===== config.mk =====
export PLATFORM = sky130hd
export DESIGN_NAME = tx_pkt_scheduler
export DESIGN_NICKNAME = d
export VERILOG_FILES = /design/src/rtl/tx_sched_pkg.sv /design/src/rtl/tx_pkt_scheduler_rr_arb2.sv /design/src/rtl/tx_pkt_scheduler.sv
export SDC_FILE = /design/constraint.sdc
export NUM_CORES = 1
export LEC_CHECK = 0
export BUFFER_PORTS_ARGS = -buffer_cell sky130_fd_sc_hd__buf_4
export CAP_MARGIN = 20
export CORE_MARGIN = 2
export CORE_UTILIZATION = 40
export CTS_CLUSTER_DIAMETER = 80
export CTS_CLUSTER_SIZE = 12
export DETAILED_ROUTE_END_ITERATION = 10
export PLACE_DENSITY = 0.74
export SLEW_MARGIN = 15
export SYNTH_ARGS = -nofsm -noshare
export SYNTH_HDL_FRONTEND = slang
export SYNTH_HIERARCHICAL = 1
export SYNTH_SLANG_ARGS = --single-unit

===== constraint.sdc =====
create_clock -name clk -period 2.2 [get_ports clk]
set_input_delay 0.11 -clock clk [delete_from_list [all_inputs] [get_ports clk]]
set_output_delay 0.11 -clock clk [all_outputs]
set_load 0.1 [all_outputs]

===== src/rtl/tx_sched_pkg.sv =====
// Shared types and constants for the transmit packet scheduler.
// States are one-hot so each state decode is a single flop bit.
package tx_sched_pkg;

    typedef logic [3:0] state_t;

    localparam state_t ST_IDLE = 4'b0001;
    localparam state_t ST_XFER = 4'b0010;
    localparam state_t ST_DROP = 4'b0100;
    localparam state_t ST_GAP  = 4'b1000;

    localparam logic SRC0 = 1'b0;
    localparam logic SRC1 = 1'b1;

    // Two-way round-robin pick: on a tie the source that did not go last wins.
    function automatic logic rr_pick(input logic [1:0] req, input logic rr_last);
        logic pick;
        pick = SRC0;
        if (req == 2'b11) begin
            pick = ~rr_last;
        end else if (req[1]) begin
            pick = SRC1;
        end
        return pick;
    endfunction

endpackage


===== src/rtl/tx_pkt_scheduler_rr_arb2.sv =====
// Registered two-input round-robin arbiter. The grant index only moves
// when load is asserted, so it holds the last winner between packets.
module rr_arb2
    import tx_sched_pkg::*;
(
    input  logic       clk,
    input  logic       rst,
    input  logic [1:0] req,
    input  logic       rr_last,
    input  logic       load,
    output logic       gnt
);

    logic gnt_q;

    // Capture the round-robin winner whenever the owner asks for a new decision.
    always_ff @(posedge clk or posedge rst) begin
        if (rst) begin
            gnt_q <= SRC0;
        end else if (load) begin
            gnt_q <= rr_pick(req, rr_last);
        end
    end

    assign gnt = gnt_q;

endmodule


===== src/rtl/tx_pkt_scheduler.sv =====
// Packet scheduler sharing one packetizer AXIS input between two sources.
// A whole packet is granted at a time, sources alternate round-robin, an
// idle gap follows each packet and over-long packets are cut at MAX_LEN.
module tx_pkt_scheduler
    import tx_sched_pkg::*;
#(
    parameter int BYTES      = 1,
    parameter int MAX_LEN    = 1024,
    parameter int GAP_CYCLES = 16
) (
    input  logic               clk,
    input  logic               rst,
    input  logic [BYTES*8-1:0] s0_tdata,
    input  logic               s0_tvalid,
    output logic               s0_tready,
    input  logic               s0_tlast,
    input  logic               s0_tuser,
    input  logic [BYTES*8-1:0] s1_tdata,
    input  logic               s1_tvalid,
    output logic               s1_tready,
    input  logic               s1_tlast,
    input  logic               s1_tuser,
    output logic [BYTES*8-1:0] m_tdata,
    output logic               m_tvalid,
    input  logic               m_tready,
    output logic               m_tlast,
    output logic               m_tuser,
    output logic               grant,
    output logic               busy,
    output logic               trunc_err
);

    localparam int BEAT_W = $clog2(MAX_LEN) + 1;
    localparam int GAP_W  = $clog2(GAP_CYCLES + 1) + 1;
    localparam logic [BEAT_W-1:0] BEAT_LAST = BEAT_W'(MAX_LEN - 1);
    localparam logic [GAP_W-1:0]  GAP_LAST  = GAP_W'((GAP_CYCLES > 0) ? GAP_CYCLES - 1 : 0);
    // With no gap configured a finished packet goes straight back to IDLE.
    localparam state_t ST_END = (GAP_CYCLES > 0) ? ST_GAP : ST_IDLE;

    state_t            state_q, state_d;
    logic [BEAT_W-1:0] beat_q, beat_d;
    logic [GAP_W-1:0]  gap_q, gap_d;
    logic              rr_last_q, rr_last_d;
    logic              trunc_q, trunc_d;
    logic              busy_q;

    logic [BYTES*8-1:0] src_tdata;
    logic               src_tvalid;
    logic               src_tlast;
    logic               src_tuser;
    logic               src_ready;
    logic               in_idle;
    logic               in_xfer;
    logic               in_drop;
    logic               last_slot;
    logic               m_hs;
    logic               drop_hs;
    logic               arb_load;

    assign in_idle   = (state_q == ST_IDLE);
    assign in_xfer   = (state_q == ST_XFER);
    assign in_drop   = (state_q == ST_DROP);
    assign last_slot = (beat_q == BEAT_LAST);
    assign arb_load  = in_idle & (s0_tvalid | s1_tvalid);

    rr_arb2 u_arb (
        .clk     (clk),
        .rst     (rst),
        .req     ({s1_tvalid, s0_tvalid}),
        .rr_last (rr_last_q),
        .load    (arb_load),
        .gnt     (grant)
    );

    // Select the granted source; everything downstream sees only this view.
    always_comb begin
        src_tdata  = s0_tdata;
        src_tvalid = s0_tvalid;
        src_tlast  = s0_tlast;
        src_tuser  = s0_tuser;
        if (grant == SRC1) begin
            src_tdata  = s1_tdata;
            src_tvalid = s1_tvalid;
            src_tlast  = s1_tlast;
            src_tuser  = s1_tuser;
        end
    end

    // Zero-latency forwarding: master side mirrors the granted source in XFER,
    // the source is drained unconditionally in DROP and held off otherwise.
    always_comb begin
        m_tdata   = src_tdata;
        m_tvalid  = in_xfer & src_tvalid;
        m_tlast   = in_xfer & (src_tlast | last_slot);
        m_tuser   = in_xfer & src_tuser;
        src_ready = (in_xfer & m_tready) | in_drop;
        s0_tready = src_ready & (grant == SRC0);
        s1_tready = src_ready & (grant == SRC1);
        m_hs      = in_xfer & src_tvalid & m_tready;
        drop_hs   = in_drop & src_tvalid;
    end

    // Next-state logic for the packet FSM, beat counter, gap timer and fairness bit.
    always_comb begin
        state_d   = state_q;
        beat_d    = beat_q;
        gap_d     = gap_q;
        rr_last_d = rr_last_q;
        trunc_d   = 1'b0;
        case (state_q)
            ST_IDLE: begin
                if (arb_load) begin
                    state_d = ST_XFER;
                    beat_d  = '0;
                end
            end
            ST_XFER: begin
                if (m_hs) begin
                    if (src_tlast) begin
                        state_d   = ST_END;
                        rr_last_d = grant;
                        gap_d     = '0;
                    end else if (last_slot) begin
                        state_d = ST_DROP;
                        trunc_d = 1'b1;
                    end else begin
                        beat_d = beat_q + BEAT_W'(1);
                    end
                end
            end
            ST_DROP: begin
                if (drop_hs && src_tlast) begin
                    state_d   = ST_END;
                    rr_last_d = grant;
                    gap_d     = '0;
                end
            end
            ST_GAP: begin
                if (gap_q == GAP_LAST) begin
                    state_d = ST_IDLE;
                end else begin
                    gap_d = gap_q + GAP_W'(1);
                end
            end
            default: begin
                state_d = ST_IDLE;
            end
        endcase
    end

    // Register FSM state plus the registered busy and truncation pulse outputs.
    always_ff @(posedge clk or posedge rst) begin
        if (rst) begin
            state_q   <= ST_IDLE;
            beat_q    <= '0;
            gap_q     <= '0;
            rr_last_q <= SRC1;
            trunc_q   <= 1'b0;
            busy_q    <= 1'b0;
        end else begin
            state_q   <= state_d;
            beat_q    <= beat_d;
            gap_q     <= gap_d;
            rr_last_q <= rr_last_d;
            trunc_q   <= trunc_d;
            busy_q    <= (state_d != ST_IDLE);
        end
    end

    assign busy      = busy_q;
    assign trunc_err = trunc_q;

endmodule

==> flow_summary.yaml <==
run_status:
  status: "complete, no violations"
route:
  routed_wl_microns: 3754
  via_per_inst: 5.669
  drt_iter0_markers: 60
  drc_errors: 0
  dr.pass1.iters: 4
  final_antenna_net_count: 0
  route.detailed.wl_per_inst_microns: 14.96
  vias: 1423
worst_setup_path:
  crit_chain: "or4b_4, nor3b_4, o22ai_2, buf_12, or4_1, nand2_1"
  critPathKind: "flop to flop"
  cp_num_buf_inv: 1
  cp.required_ns: 2.46
  crit_slowest_cell: "or4b_4"
  critical_path.top_delay_family: "simple AND/OR/NAND/NOR gates"
  cp_max_fo: 18
  max_stage_delay_ns: 0.56
  startpoint_type: "flop"
  cp.arrival_ns: 2.35
  end_kind: "flop"
sta:
  worst_slew_pin_slew_ns: 0.9352
  setup_tns_ns: 0
  fin_ws_ns: 0.1102
  skew_ns: 0.005468
  drv_slew: 0
  layout_min_cycle_time_ns: 2.090
  slew_headroom_pct: 37.58
  period_share_pct: 94.99
  grt_setup_unrepaired: "false"
  max_freq_mhz: 478.5
  final-hold-violation-count: 0
  setup_viol: 0
global_routing:
  grt_pass1_wl_microns: 6499
  grt_pass1_vias: 1410
  overflow: 0
  antenna_found_initial: 0
  grt_max_degree: 25
  groute.usage.overall_pct: 19.97
floorplan:
  num_rows: 21
  die_h_microns: 64.50
  io_pins: 41
  die_area_sq_mm: 0.004160
  core_region_area_sq_mm: 0.003416
  fp.dieW_microns: 64.50
  start_util_pct: 42.86
power:
  vdd_drop_max_mv: 0.4017
  leakagePower_nw: 0.8823
  cellPowerDensity_mw_per_mm2: 1220
  p_total_w: 0.002392
clocking:
  path_clk_slew_ns: 0.14
  cts-root-buf: "clkbuf_4"
  clkLatencyLatePin_ns: 0.31
  clock_path_buffers: 2
  cts_setup_buffers: 0
  cts_tree: "built"
  cts_made_buffers: 3
  clock-sinks: 25
  cts_htree_levels: 1
run:
  max_cap_violations: 0
place:
  place_worst_setup_slack_ns: 0.08800
  dp_cells: 246
  portBuffers: 40
  dpl.hpwl_microns: 2882
  gp_congestion: 0.7442
synth:
  avgSynthCellArea_sq_um: 9.445
  yosys_warnings: 6
  synth_edf_count: 0
  synthesis.area_sq_mm: 0.001464
  ys_seq_area_share_pct: 42.91
  netlist_instances: 155
  synthTopCellsByArea: "dfrtp_1 (39%), mux2_2 (6.9%), a21oi_1 (4.4%)"
  synth_nets: 182
  ys_ff_latch: 25
  async_flop_share_pct: 100.0
  synth_top_area_share_pct: 39.32
  synth_flop_cell: "dfrtp_1"
  synthDistinctLibCells: 44
  yosys.area.top_type: "dfrtp_1"
cells_and_area:
  final_nets: 233
  insertedDiodeCount: 0
  nFillCells: 307
  drive_gt1_share_pct: 38.05
  syn_to_final_growth_pct: 33.93
  finalNonFillerCells: 251
min_path:
  hold_class: "primary input to flop"
[synthesized netlist by cell type, types with 2 or more instances]
cell and instances:
dfrtp_1 23, mux2i_1 3, o211ai_1 2, ha_1 2, clkbuf_1 3, a21boi_0 2, and3_1 3, or4_1 6
dfstp_2 2, a31oi_1 2, o31ai_1 6, nand4_1 2, nor3_1 2, nand2b_1 2, or3_1 2, a21oi_1 13
nand3_1 7, nor2_1 9, inv_1 9, o21ai_1 2, nand2_1 15, o21ai_0 7, mux2_2 9, a21boi_1 2
[per-stage QoR]
step                      hold slack, ns  util [%]  area, sq um
after global placement          -0.03740     56.08         1916
after detailed placement        -0.03455     56.08         1916
final                             0.1078     57.40         1961
after floorplan                  -0.1612         -         1490
after CTS                        0.09545     57.14         1952
after global routing              0.1058     57.40         1961
[registers in the layout (all words and copies together) (netlist names)]
name and cells:
u_arb/gnt 1, beat_q 11, state_q 4, gap_q 6, busy 1, rr_last_q 1
trunc_err 1
[timing repair]
action	in CTS	in global routing
hold buffers	1	0
resized for setup	0	3
endpoints found under the hold margin	1	0
endpoints found under the setup margin	0	6
[worst register-to-register path, stage by stage (launching register included)]
cell     delay [ns]
dfstp_2        0.42
or4b_4         0.56
nor3b_4        0.21
o22ai_2        0.13
buf_12         0.16
or4_1          0.48
nand2_1        0.09
[power by group]
group | switching [W] | internal (W) | total, W
clock network | 0.000136 | 0.0000708 | 0.000207
registers | 0.000107 | 0.000591 | 0.000698
logic | 0.00102 | 0.000463 | 0.00149
total | 0.00127 | 0.00113 | 0.00239
[area by class of cell]
cell class	count	area [sq um]	area share, %
clock buffer	4	26.28	1.340
inverter	9	33.78	1.723
multi-input combinational	116	812.0	41.42
sequential	25	633.1	32.29
tap	46	57.56	2.936
timing repair buffer	51	397.9	20.29
[final timing paths]
check / startpoint / depth (start not counted) / end / slack [ns]
setup / recovery: state_q[0]$_DFF_PP1_ / 6 / beat_q[4]$_DFFE_PP0P_ / 0.11
max in group asynchronous: rst / 3 / state_q[1]$_DFF_PP0_ / 1.00
hold / removal: s1_tlast / 3 / trunc_err$_DFF_PP0_ / 0.11
min in group asynchronous: rst / 3 / u_arb/gnt$_DFFE_PP0P_ / 0.19
setup reg to reg: state_q[0]$_DFF_PP1_ / 6 / beat_q[4]$_DFFE_PP0P_ / 0.11
hold reg to reg: beat_q[10]$_DFFE_PP0P_ / 1 / beat_q[10]$_DFFE_PP0P_ / 0.52
[routing by layer]
metal	part of all wire, %	track usage (%)
met4	1.2	5.851
met5	0	0
met3	8.7	5.035
met1	41	23.54
met2	49	35.81
[logic make-up after synthesis]
group                    after synthesis  share of synthesized area (%)
AND/OR/NAND/NOR                       56                          21.54
buffers and inverters                 14                          3.674
AO/OA/AOI/OAI                         45                          20.17
adder cells (fa/ha/maj)                2                          1.709
flip-flops                            25                          42.91
multiplexers                          13                          10.00
[cell usage in the layout, fill, tap and decap left out, drive strengths merged, types with 3 or more instances in the layout]
master / count
o31ai: 6
nand3: 7
mux2: 10
clkbuf: 4
a21oi: 13
inv: 9
nand2: 15
a21boi: 4
buf: 50
and3: 3
or4: 6
a31oi: 3
dfrtp: 23
nor2: 9
o21ai: 9
mux2i: 3
(Power assumes the default switching activity.)
